**src/rtl/led_sequencer.sv**
```systemverilog
// LED pattern sequencer: a prescaler sets the step rate and each step advances a
// position through rotate-up, rotate-down, bounce or fill-bar patterns on N_CH pins.
module led_sequencer #(
   parameter int unsigned N_CH        = 4,
   parameter int unsigned STEP_CYCLES = 6_250_000,
   parameter int unsigned CNT_W       = 25
) (
   input  logic            SCK,
   input  logic            RST,
   input  logic            EN,
   input  logic            CLR,
   input  logic [1:0]      MODE,
   output logic [N_CH-1:0] PIN,
   output logic            STEP,
   output logic            WRAP
);

   localparam int unsigned     POS_W     = (N_CH > 1) ? $clog2(N_CH) : 1;
   localparam logic [POS_W-1:0] POS_LAST = POS_W'(N_CH - 1);
   localparam logic [POS_W-1:0] POS_PEN  = POS_W'(N_CH - 2);
   localparam logic [POS_W-1:0] POS_ONE  = POS_W'(1);
   localparam logic [CNT_W-1:0] CNT_TERM = CNT_W'(STEP_CYCLES - 1);
   localparam logic [CNT_W-1:0] CNT_ONE  = CNT_W'(1);
   localparam logic [N_CH-1:0]  PIN_ALL  = '1;
   localparam logic [N_CH-1:0]  PIN_RST  = N_CH'(1);

   localparam logic [1:0] MODE_UP     = 2'b00;
   localparam logic [1:0] MODE_DOWN   = 2'b01;
   localparam logic [1:0] MODE_BOUNCE = 2'b10;
   localparam logic [1:0] MODE_FILL   = 2'b11;

   logic [CNT_W-1:0] r_count;
   logic [POS_W-1:0] r_pos;
   logic             r_dir;
   logic [N_CH-1:0]  r_pin;
   logic             r_step;
   logic             r_wrap;

   logic             w_term;
   logic [POS_W-1:0] w_pos_nxt;
   logic             w_dir_nxt;
   logic             w_wrap_nxt;
   logic [N_CH-1:0]  w_pin_nxt;

   assign w_term = (r_count == CNT_TERM);

   // Candidate position/direction/output for the next step, from the current MODE
   always_comb begin
      w_pos_nxt  = r_pos;
      w_dir_nxt  = r_dir;
      w_wrap_nxt = 1'b0;
      case (MODE)
         MODE_DOWN: begin
            w_pos_nxt  = (r_pos == '0) ? POS_LAST : r_pos - POS_ONE;
            w_wrap_nxt = (r_pos == '0);
         end
         MODE_BOUNCE: begin
            if (!r_dir) begin
               if (r_pos == POS_LAST) begin
                  w_dir_nxt = 1'b1;
                  w_pos_nxt = POS_PEN;
               end else begin
                  w_pos_nxt = r_pos + POS_ONE;
               end
            end else begin
               if (r_pos == '0) begin
                  w_dir_nxt = 1'b0;
                  w_pos_nxt = POS_ONE;
               end else begin
                  w_pos_nxt = r_pos - POS_ONE;
               end
            end
            w_wrap_nxt = (r_pos == POS_ONE) && (w_pos_nxt == '0);
         end
         default: begin
            w_pos_nxt  = (r_pos == POS_LAST) ? '0 : r_pos + POS_ONE;
            w_wrap_nxt = (r_pos == POS_LAST);
         end
      endcase
      // Double shift keeps the fill mask correct when POS is the top bit
      if (MODE == MODE_FILL) begin
         w_pin_nxt = ~((PIN_ALL << w_pos_nxt) << 1);
      end else begin
         w_pin_nxt = PIN_RST << w_pos_nxt;
      end
   end

   always_ff @(posedge SCK or negedge RST) begin
      if (!RST) begin
         r_count <= '0;
         r_pos   <= '0;
         r_dir   <= 1'b0;
         r_pin   <= PIN_RST;
         r_step  <= 1'b0;
         r_wrap  <= 1'b0;
      end else if (CLR) begin
         r_count <= '0;
         r_pos   <= '0;
         r_dir   <= 1'b0;
         r_pin   <= PIN_RST;
         r_step  <= 1'b0;
         r_wrap  <= 1'b0;
      end else if (!EN) begin
         r_step  <= 1'b0;
         r_wrap  <= 1'b0;
      end else if (w_term) begin
         r_count <= '0;
         r_pos   <= w_pos_nxt;
         r_dir   <= w_dir_nxt;
         r_pin   <= w_pin_nxt;
         r_step  <= 1'b1;
         r_wrap  <= w_wrap_nxt;
      end else begin
         r_count <= r_count + CNT_ONE;
         r_step  <= 1'b0;
         r_wrap  <= 1'b0;
      end
   end

   assign PIN  = r_pin;
   assign STEP = r_step;
   assign WRAP = r_wrap;

endmodule

```
**config.mk**
```make
export PLATFORM = sky130hd
export DESIGN_NAME = led_sequencer
export DESIGN_NICKNAME = d
export VERILOG_FILES = /design/src/rtl/led_sequencer.sv
export SDC_FILE = /design/constraint.sdc
export NUM_CORES = 1
export LEC_CHECK = 0
export ABC_AREA = 1
export ABC_CLOCK_PERIOD_IN_PS = 4350
export CORE_MARGIN = 2
export CORE_UTILIZATION = 45
export DETAILED_ROUTE_END_ITERATION = 7
export PLACE_DENSITY = 0.62
export SYNTH_ARGS = -nofsm -noshare
export SYNTH_HDL_FRONTEND = slang
export SYNTH_SLANG_ARGS = --single-unit
```
**constraint.sdc**
```tcl
create_clock -name SCK -period 4.35 [get_ports SCK]
set_clock_uncertainty 0.2 [all_clocks]
set_input_delay 0.87 -clock SCK [delete_from_list [all_inputs] [get_ports SCK]]
set_output_delay 0.87 -clock SCK [all_outputs]
set_load 0.02 [all_outputs]
```
==> summary by stage, run 1 <==
Pwr
The static leakage is 1.14 nW. The largest voltage drop on the vdd net is 0.176 mV. The switching part of the total is 0.239. For this design the total switching power over the nets is 0.146 mW. The internal power consumption is 0.464 mW. The design draws 0.610 mW. For this design the ratio of total power to cell area is 250 nW/um^2.

Of the total power, registers draw 0.528. The relative contribution of the clock network to total power is 0.391. The share of total power dissipated in combinational logic is 0.081.

Flow run
The tool flagged a number of max-cap violations equal to 0.

Layout
The net count reported at finish is 346. The top cell types in the final layout, fill and taps aside, are 103 x sky130_fd_sc_hd__nand2_1, 50 x sky130_fd_sc_hd__nor2_1, 41 x sky130_fd_sc_hd__inv_1. The most common cell after layout, fill and taps aside is sky130_fd_sc_hd__nand2_1. The number of antenna diodes in the final layout is 0.

The growth of design area from synthesis to finish is 11.8%. Of the cells placed in the final design, the portion with a size suffix greater than 1 is 0.0751.

Drt
The detail route stage leaves a number of antenna-violating nets equal to 0. The total detailed-routing wirelength is 4810 um. The routed via count is 1909. The number of vias per cell is 4.93.

In the final routed layout, each cell accounts on average for 12.4 um. Before antenna repair, the detailed router went through 4 iterations. The detailed-route DRC error count is 0. The first routing iteration left 133 violations.

Critical path
Together, buffers and inverters on the worst path number 1. The startpoint identified for the worst register-to-register timing path is r_count[0]. The critical path goes through clkdlybuf4s50_1. The sort of element at the end of the critical path is a primary output. The signal arrival time at the worst endpoint is 1.41 ns.

For this design, the slowest cell found on the critical path is sky130_fd_sc_hd__clkdlybuf4s50_1. The count of cell instances traversed by the critical path is 1. The most critical setup path has its startpoint at PIN[0].

Grouping stages by cell kind, the critical path spends the most delay in buffers and inverters. The data required time at the worst endpoint is 3.28 ns. The biggest cell delay along the critical path is 0.59 ns. The worst reg-to-reg path cell count is 10. The setup slack on the worst flop-to-flop path is 2.43 ns. The endpoint of the most critical register-to-register path is PIN[3]. The end point of the critical path is PIN[0].

STA classifies the critical path startpoint as a flip-flop. The critical path is of the reg2out type. The peak fanout along the critical path is 2.

Die
The starting density of the core is 0.465. For this design the top-level I/O count stands at 12. The total area inside the core boundary comes to 4690 um^2.

The area of the die is 5430 um^2. In this run the horizontal extent of the chip is 73.7 um. The die outline height is 73.7 um.

The floorplan has 25 rows.

Clocking
The number of buffers inserted during clock tree synthesis is 5. The number of gates resized after CTS was 0. The count of clock tree sinks is 34. The clock root buffer is sky130_fd_sc_hd__clkbuf_8. Hold repair after CTS inserted 0 buffers. The post-CTS setup buffer count is 0. Clock-pin slew was measured on the worst setup and hold paths at 0.07 ns. The buffer levels on the longest clock path is 2. TritonCTS built the clock tree. The total number of H-tree levels is 2.

The insertion delay to the later sink of the worst-skew pair is 0.28 ns.

Place
The global placer's final weighted congestion is 0.910. The quantity of I/O buffers inserted on ports is 11. The HPWL reported at the end of detailed placement is 3670 um.

GRT
Entering global routing, the biggest net connects 35 pins. The global-route wire length before repair is 8220 um. In the global route stage, overall resource usage came out at 0.197.

For met2 alone, demand over resource in global routing was 0.295. The number of antenna violations at the first check in global routing is 0. In the global route stage, met1 resource usage came out at 0.286. The layer flagged by global routing as most heavily used is met2. The number of global-route vias before repair was 1754. For met3 alone, demand over resource in global routing was 0.0480. The total overflow left after global routing is 0.

Synthesis
The share of the Yosys chip area taken by registers is 0.390. The cell count after synthesis is 315. The cell area after technology mapping is 2180 um^2.

The number of warnings printed during yosys synthesis is 0. The share of the synthesized area in compound gates (AO/OA/AOI/OAI) is 0.0338. The synthesized design contains 34 register bits.

After synthesis, the share of cell area in mux cells is 0.00458. The main combinational cell family by area after synthesis is simple AND/OR/NAND/NOR gates. Of the total synthesized cell area, the portion taken by AND, OR, NAND and NOR gates is 0.430. Dividing the synthesized area by the synthesized cell count gives 6.93 um^2. The post-synth net total is 329. The post-synthesis share of cell area spent on xor and xnor gates is 0.0160. Of the total synthesized cell area, the portion taken by full adders, half adders and majority gates is 0.0458. The number of distinct library cells after synthesis is 26.

STA
The worst-case hold slack is 0.277 ns. The final critical path time including I/O delays and setup is 2.48 ns. The slew at the pin closest to its max-slew limit is 0.430 ns.

The relative slew slack is 0.713. Setup repair after global routing left no endpoint under its margin. The final worst-path cycle share is 0.570. The final count of negative-setup-slack endpoints is 0. The number of pins with negative max-slew slack in the final report came to 0. The top achievable clock speed is 403 MHz. Adding up every negative setup slack in the final design gives 0 ns. The number of hold-slack violations in the final timing report is 0.

Min path
The min-delay analysis places its worst path in the category reg2reg.

Run status
The flow ran to the end, and the final reports show no timing, DRC or antenna violations.
## registers in the layout, summed over array words and instances, names as in the netlist
| register | cells |
|---|---|
| STEP | 1 |
| r_dir | 1 |
| PIN | 4 |
| r_pos | 2 |
| r_count | 25 |
| WRAP | 1 |
## power by group through the flow
stage	clock, mW	sequential (mW)	combinational (mW)
global placement	0	0.328	0.0497
CTS	0.246	0.322	0.0504
global route	0.262	0.322	0.0569
detailed placement	0	0.328	0.0503
floorplan	0	0.329	0.0279
finish	0.239	0.322	0.0494
## cell type report
| class | instances | area, um^2 |
|---|---|---|
| clock inverter | 1 | 5.00 |
| fill | 475 | 2250 |
| multi-input combinational | 238 | 1160 |
| timing repair buffer | 12 | 118 |
| clock buffer | 7 | 86.3 |
| tap | 54 | 67.6 |
| sequential | 34 | 852 |
| inverter | 41 | 154 |
## through the flow
stage	std cells	setup slack (ns)	utilization	area [um^2]
final	387	1.87	0.520	2440
after global routing	387	1.77	0.520	2440
after CTS	387	1.86	0.520	2440
after detailed placement	379	1.67	0.501	2350
after global placement	379	1.73	0.501	2350
after floorplan	315	2.38	-	2180
## synth_stat cells (all sizes together)
cell type  instances  area [um^2]
nor3              14         70.1
or2                1         6.26
o21bai             1         7.51
dfstp              1         26.3
a31oi              1         6.26
xor2               4         35.0
mux2i              1         10.0
inv               41          154
dfrtp             33          826
nand3b             2         15.0
and3               1         6.26
buf                2         18.8
nand3             18         95.1
nor2              58          263
ha                 8          100
nand2            108          418
nand4              5         31.3
nor3b              4         35.0
a21oi              6         30.0
o21ai              6         30.0
## metal layers
layer	vias to the layer above	wire length (um)
met5	-	0
met4	0	48
met3	8	156
met2	25	2130
met1	857	2470
li1	1019	-
## worst min path at each step
stage                     from          to  cells past startpoint
floorplan           r_count[1]  r_count[1]                      2
global placement        PIN[0]      PIN[0]                      2
detailed placement      PIN[0]      PIN[0]                      2
CTS                     PIN[0]      PIN[0]                      2
global route            PIN[0]      PIN[0]                      2
finish                  PIN[0]      PIN[0]                      2
## kinds of logic after synthesis
logic type,count (synthesis)
adder cells (fa/ha/maj),8
AND/OR/NAND/NOR,211
multiplexers,1
XOR/XNOR,4
AO/OA/AOI/OAI,14
buffers and inverters,43
flip-flops,34
No activity file was read; power rests on OpenSTA's default activity.
==> inputs of run 2 (changes only) <==
Settings changed: ABC_CLOCK_PERIOD_IN_PS 4350 to 2290.
Clock period 4.35 ns to 2.29 ns, I/O delays scaled along.
==> summary by stage, run 2 (synthesis gave the netlist of run 1 again) <==
Clocking
The clock root buffer is sky130_fd_sc_hd__clkbuf_8. The TritonCTS clock tree is built. The insertion delay to the later sink of the worst-skew pair came to 0.28 ns (about the same).

The number of gates given a new drive strength after cts was 0 (unchanged). The post-CTS setup buffer count was 0 (unchanged). The number of buffers inserted during clock tree synthesis is 5 (unchanged). The total number of H-tree levels is 2 (unchanged). The count of clock tree sinks is 34 (unchanged). The buffer levels on the longest clock path is 2 (unchanged). The quantity of hold-fixing buffers added after cts is 0 (unchanged). The clock transition at the register clock pins on the worst setup and hold paths after CTS is 0.07 ns (about the same).

Drt
The number of antenna-violating nets in the routed design is 0 (unchanged). The total detailed-routing wirelength is 4850 um (+0.81%). The number of vias per cell is 4.99 (+1.2%).

The number of DRC markers after the initial detailed-route iteration was 107 (-20%). The detailed-route DRC error count came to 0 (unchanged). The number of iterations in the first detailed-routing pass was 4 (unchanged). The routed via count came to 1951 (+2.2%).

The mean routed wirelength per cell was 12.4 um (-0.22%).

Critical path
The biggest cell delay along the critical path was 0.59 ns (about the same). The setup path with the least slack is of type reg2out. The buffers plus inverters on the worst setup path is 1 (unchanged). The peak fanout along the critical path was 2 (unchanged). The data required time at the worst endpoint is 1.63 ns (-1.65 ns). The launching element of the worst setup path is PIN[0]. The sort of element at the end of the critical path is a primary output. The signal arrival time at the worst endpoint is 1.41 ns (about the same). The worst setup path is launched from a flip-flop. The startpoint of the worst register-to-register path is r_pos[0].

Broken down by cell family, the worst path's largest delay share belongs to buffers and inverters. The slowest stage of the critical path belongs to the cell sky130_fd_sc_hd__clkdlybuf4s50_1. Walking the worst path, the cells encountered are clkdlybuf4s50_1.

STA
The final count of negative-setup-slack endpoints was 0 (unchanged). The number of pins with negative max-slew slack in the final report came to 0 (unchanged). The number of hold-slack violations in the final timing report is 0 (unchanged).

Setup repair after global routing left no endpoint under its margin. The total negative slack for setup checks is 0 ns (unchanged). The final worst-path cycle share is 0.904. The final critical path time including I/O delays and setup is 2.07 ns. The top achievable clock speed is 483 MHz. The relative slew slack is 0.715 (+0.00145). The slew at the pin closest to its max-slew limit is 0.428 ns (-0.00217 ns).

Layout
The most common cell after layout, fill and taps aside is sky130_fd_sc_hd__nand2_1. The final antenna diode count is 0 (unchanged). Leaving out fill and tap cells, the most frequent cells in the layout are 103 x sky130_fd_sc_hd__nand2_1, 50 x sky130_fd_sc_hd__nor2_1, 41 x sky130_fd_sc_hd__inv_1.

The total non-filler cell area in the finished layout is 2490 um^2 (+1.9%). The growth of design area from synthesis to finish is 14.0%. The number of standard cells in the final layout excluding fillers is 391 (+1.0%).

The net count reported at finish is 350 (+1.2%). The share of final-layout standard cells stronger than drive strength 1 is 0.0890 (+0.0139). The flip-flop count of the largest register, all copies and words added is 25 (unchanged). More flip-flops sit in one register than any other, and that register is r_count.

Pwr
The power per cell area is 504 nW/um^2 (+100%). The largest voltage drop on the vdd net was 0.395 mV (+120%). The static leakage came to 1.17 nW (+2.5%).

Min path
The source of the worst hold timing path is PIN[0]. The min-delay analysis places its worst path in the category reg2reg.

Place
The HPWL reported at the end of detailed placement came to 3720 um (+1.3%). The cell area reported after detailed placement came to 2380 um^2 (+1.3%). The cell count after placement came to 383 (+1.1%).

The quantity of I/O buffers inserted on ports was 11 (unchanged). The global placer's final weighted congestion came to 0.874 (-4.0%).

Flow run
The max-cap violation count is 0 (unchanged).

GRT
The combined global-route utilization of all metal layers is 0.205 (+0.00744). The residual overflow from global routing is 0 (unchanged). The maximum number of pins on one net before global-route repair is 35 (unchanged).

The global-route wire length before repair was 8490 um (+3.4%). The number of global-route vias before repair is 1847 (+5.3%). The number of antenna violations at the first check in global routing is 0 (unchanged).

Die
The number of rows created at floorplan is 25 (unchanged). The placeable core region is 4690 um^2 (unchanged). The starting density of the core is 0.465 (unchanged). The I/O pin count is 12 (unchanged). The die extent in x came to 73.7 um (unchanged). The die outline height is 73.7 um (unchanged). The area of the die is 5430 um^2 (unchanged).

Run status
The flow ran to the end, and the final reports show no timing, DRC or antenna violations.
run 2: cell types whose count changed in the layout (fill, tap and decap cells not counted):
cell / previous run / this run
sky130_fd_sc_hd__clkinv_2: 1 / 2
sky130_fd_sc_hd__buf_4: 1 / 5
sky130_fd_sc_hd__clkbuf_1: 1 / 0
sky130_fd_sc_hd__bufinv_16: 0 / 1
sky130_fd_sc_hd__clkbuf_8: 6 / 5
run 2: metal layers:
metal  vias to the layer above  routed length (um)  share of wire  track usage
li1                       1023                   -              -            -
met5                         -                   0              0            0
met1                       895                2440           0.50        0.283
met3                         9                 124          0.026       0.0439
met2                        24                2190           0.45        0.317
met4                         0                  92          0.019       0.0707
run 2: worst register-to-register path, stage by stage, from the launching register on:
cell and delay [ns]:
sky130_fd_sc_hd__dfrtp_1 0.45, sky130_fd_sc_hd__inv_1 0.10, sky130_fd_sc_hd__ha_1 0.23, sky130_fd_sc_hd__o21ai_0 0.26, sky130_fd_sc_hd__nand2_1 0.08, sky130_fd_sc_hd__nand2_1 0.06
sky130_fd_sc_hd__nand2_1 0.06, sky130_fd_sc_hd__inv_1 0.12, sky130_fd_sc_hd__nand2_1 0.07, sky130_fd_sc_hd__nand3_1 0.11, sky130_fd_sc_hd__nand2_1 0.06
run 2: cell type report:
class	count	area, um^2
Fill cell	485	2200
Multi-Input combinational cell	238	1160
Sequential cell	34	852
Inverter	41	154
Timing Repair Buffer	16	148
Clock buffer	5	68.8
Tap cell	54	67.6
Clock inverter	3	40.0
run 2: report_power, final:
part / total [mW] / leakage, nW / internal [mW] / switching (mW)
Combinational: 0.0989 / 0.638 / 0.0348 / 0.0641
Clock: 0.543 / 0.0579 / 0.320 / 0.223
Sequential: 0.611 / 0.470 / 0.607 / 0.00399
Total: 1.25 / 1.17 / 0.962 / 0.291
run 2: through the flow:
| stage | util | setup WS [ns] | hold slack [ns] | power [mW] |
|---|---|---|---|---|
| detailed placement | 0.507 | 0.0355 | 0.263 | 0.723 |
| global placement | 0.507 | 0.0649 | 0.266 | 0.721 |
| global route | 0.530 | 0.137 | 0.295 | 1.31 |
| finish | 0.530 | 0.220 | 0.272 | 1.25 |
| floorplan | - | 0.616 | -0.0376 | 0.679 |
| CTS | 0.530 | 0.206 | 0.275 | 1.27 |
run 2: path summary, 6_finish.rpt:
| kind | end | slack, ns | cells after the start |
|---|---|---|---|
| min in group asynchronous | r_count[12] | 0.38 | 2 |
| hold / removal | PIN[0] | 0.27 | 2 |
| setup reg to reg | PIN[1] | 0.37 | 10 |
| max in group asynchronous | PIN[0] | 1.17 | 2 |
| hold reg to reg | PIN[0] | 0.27 | 2 |
| setup / recovery | PIN[0] | 0.22 | 1 |
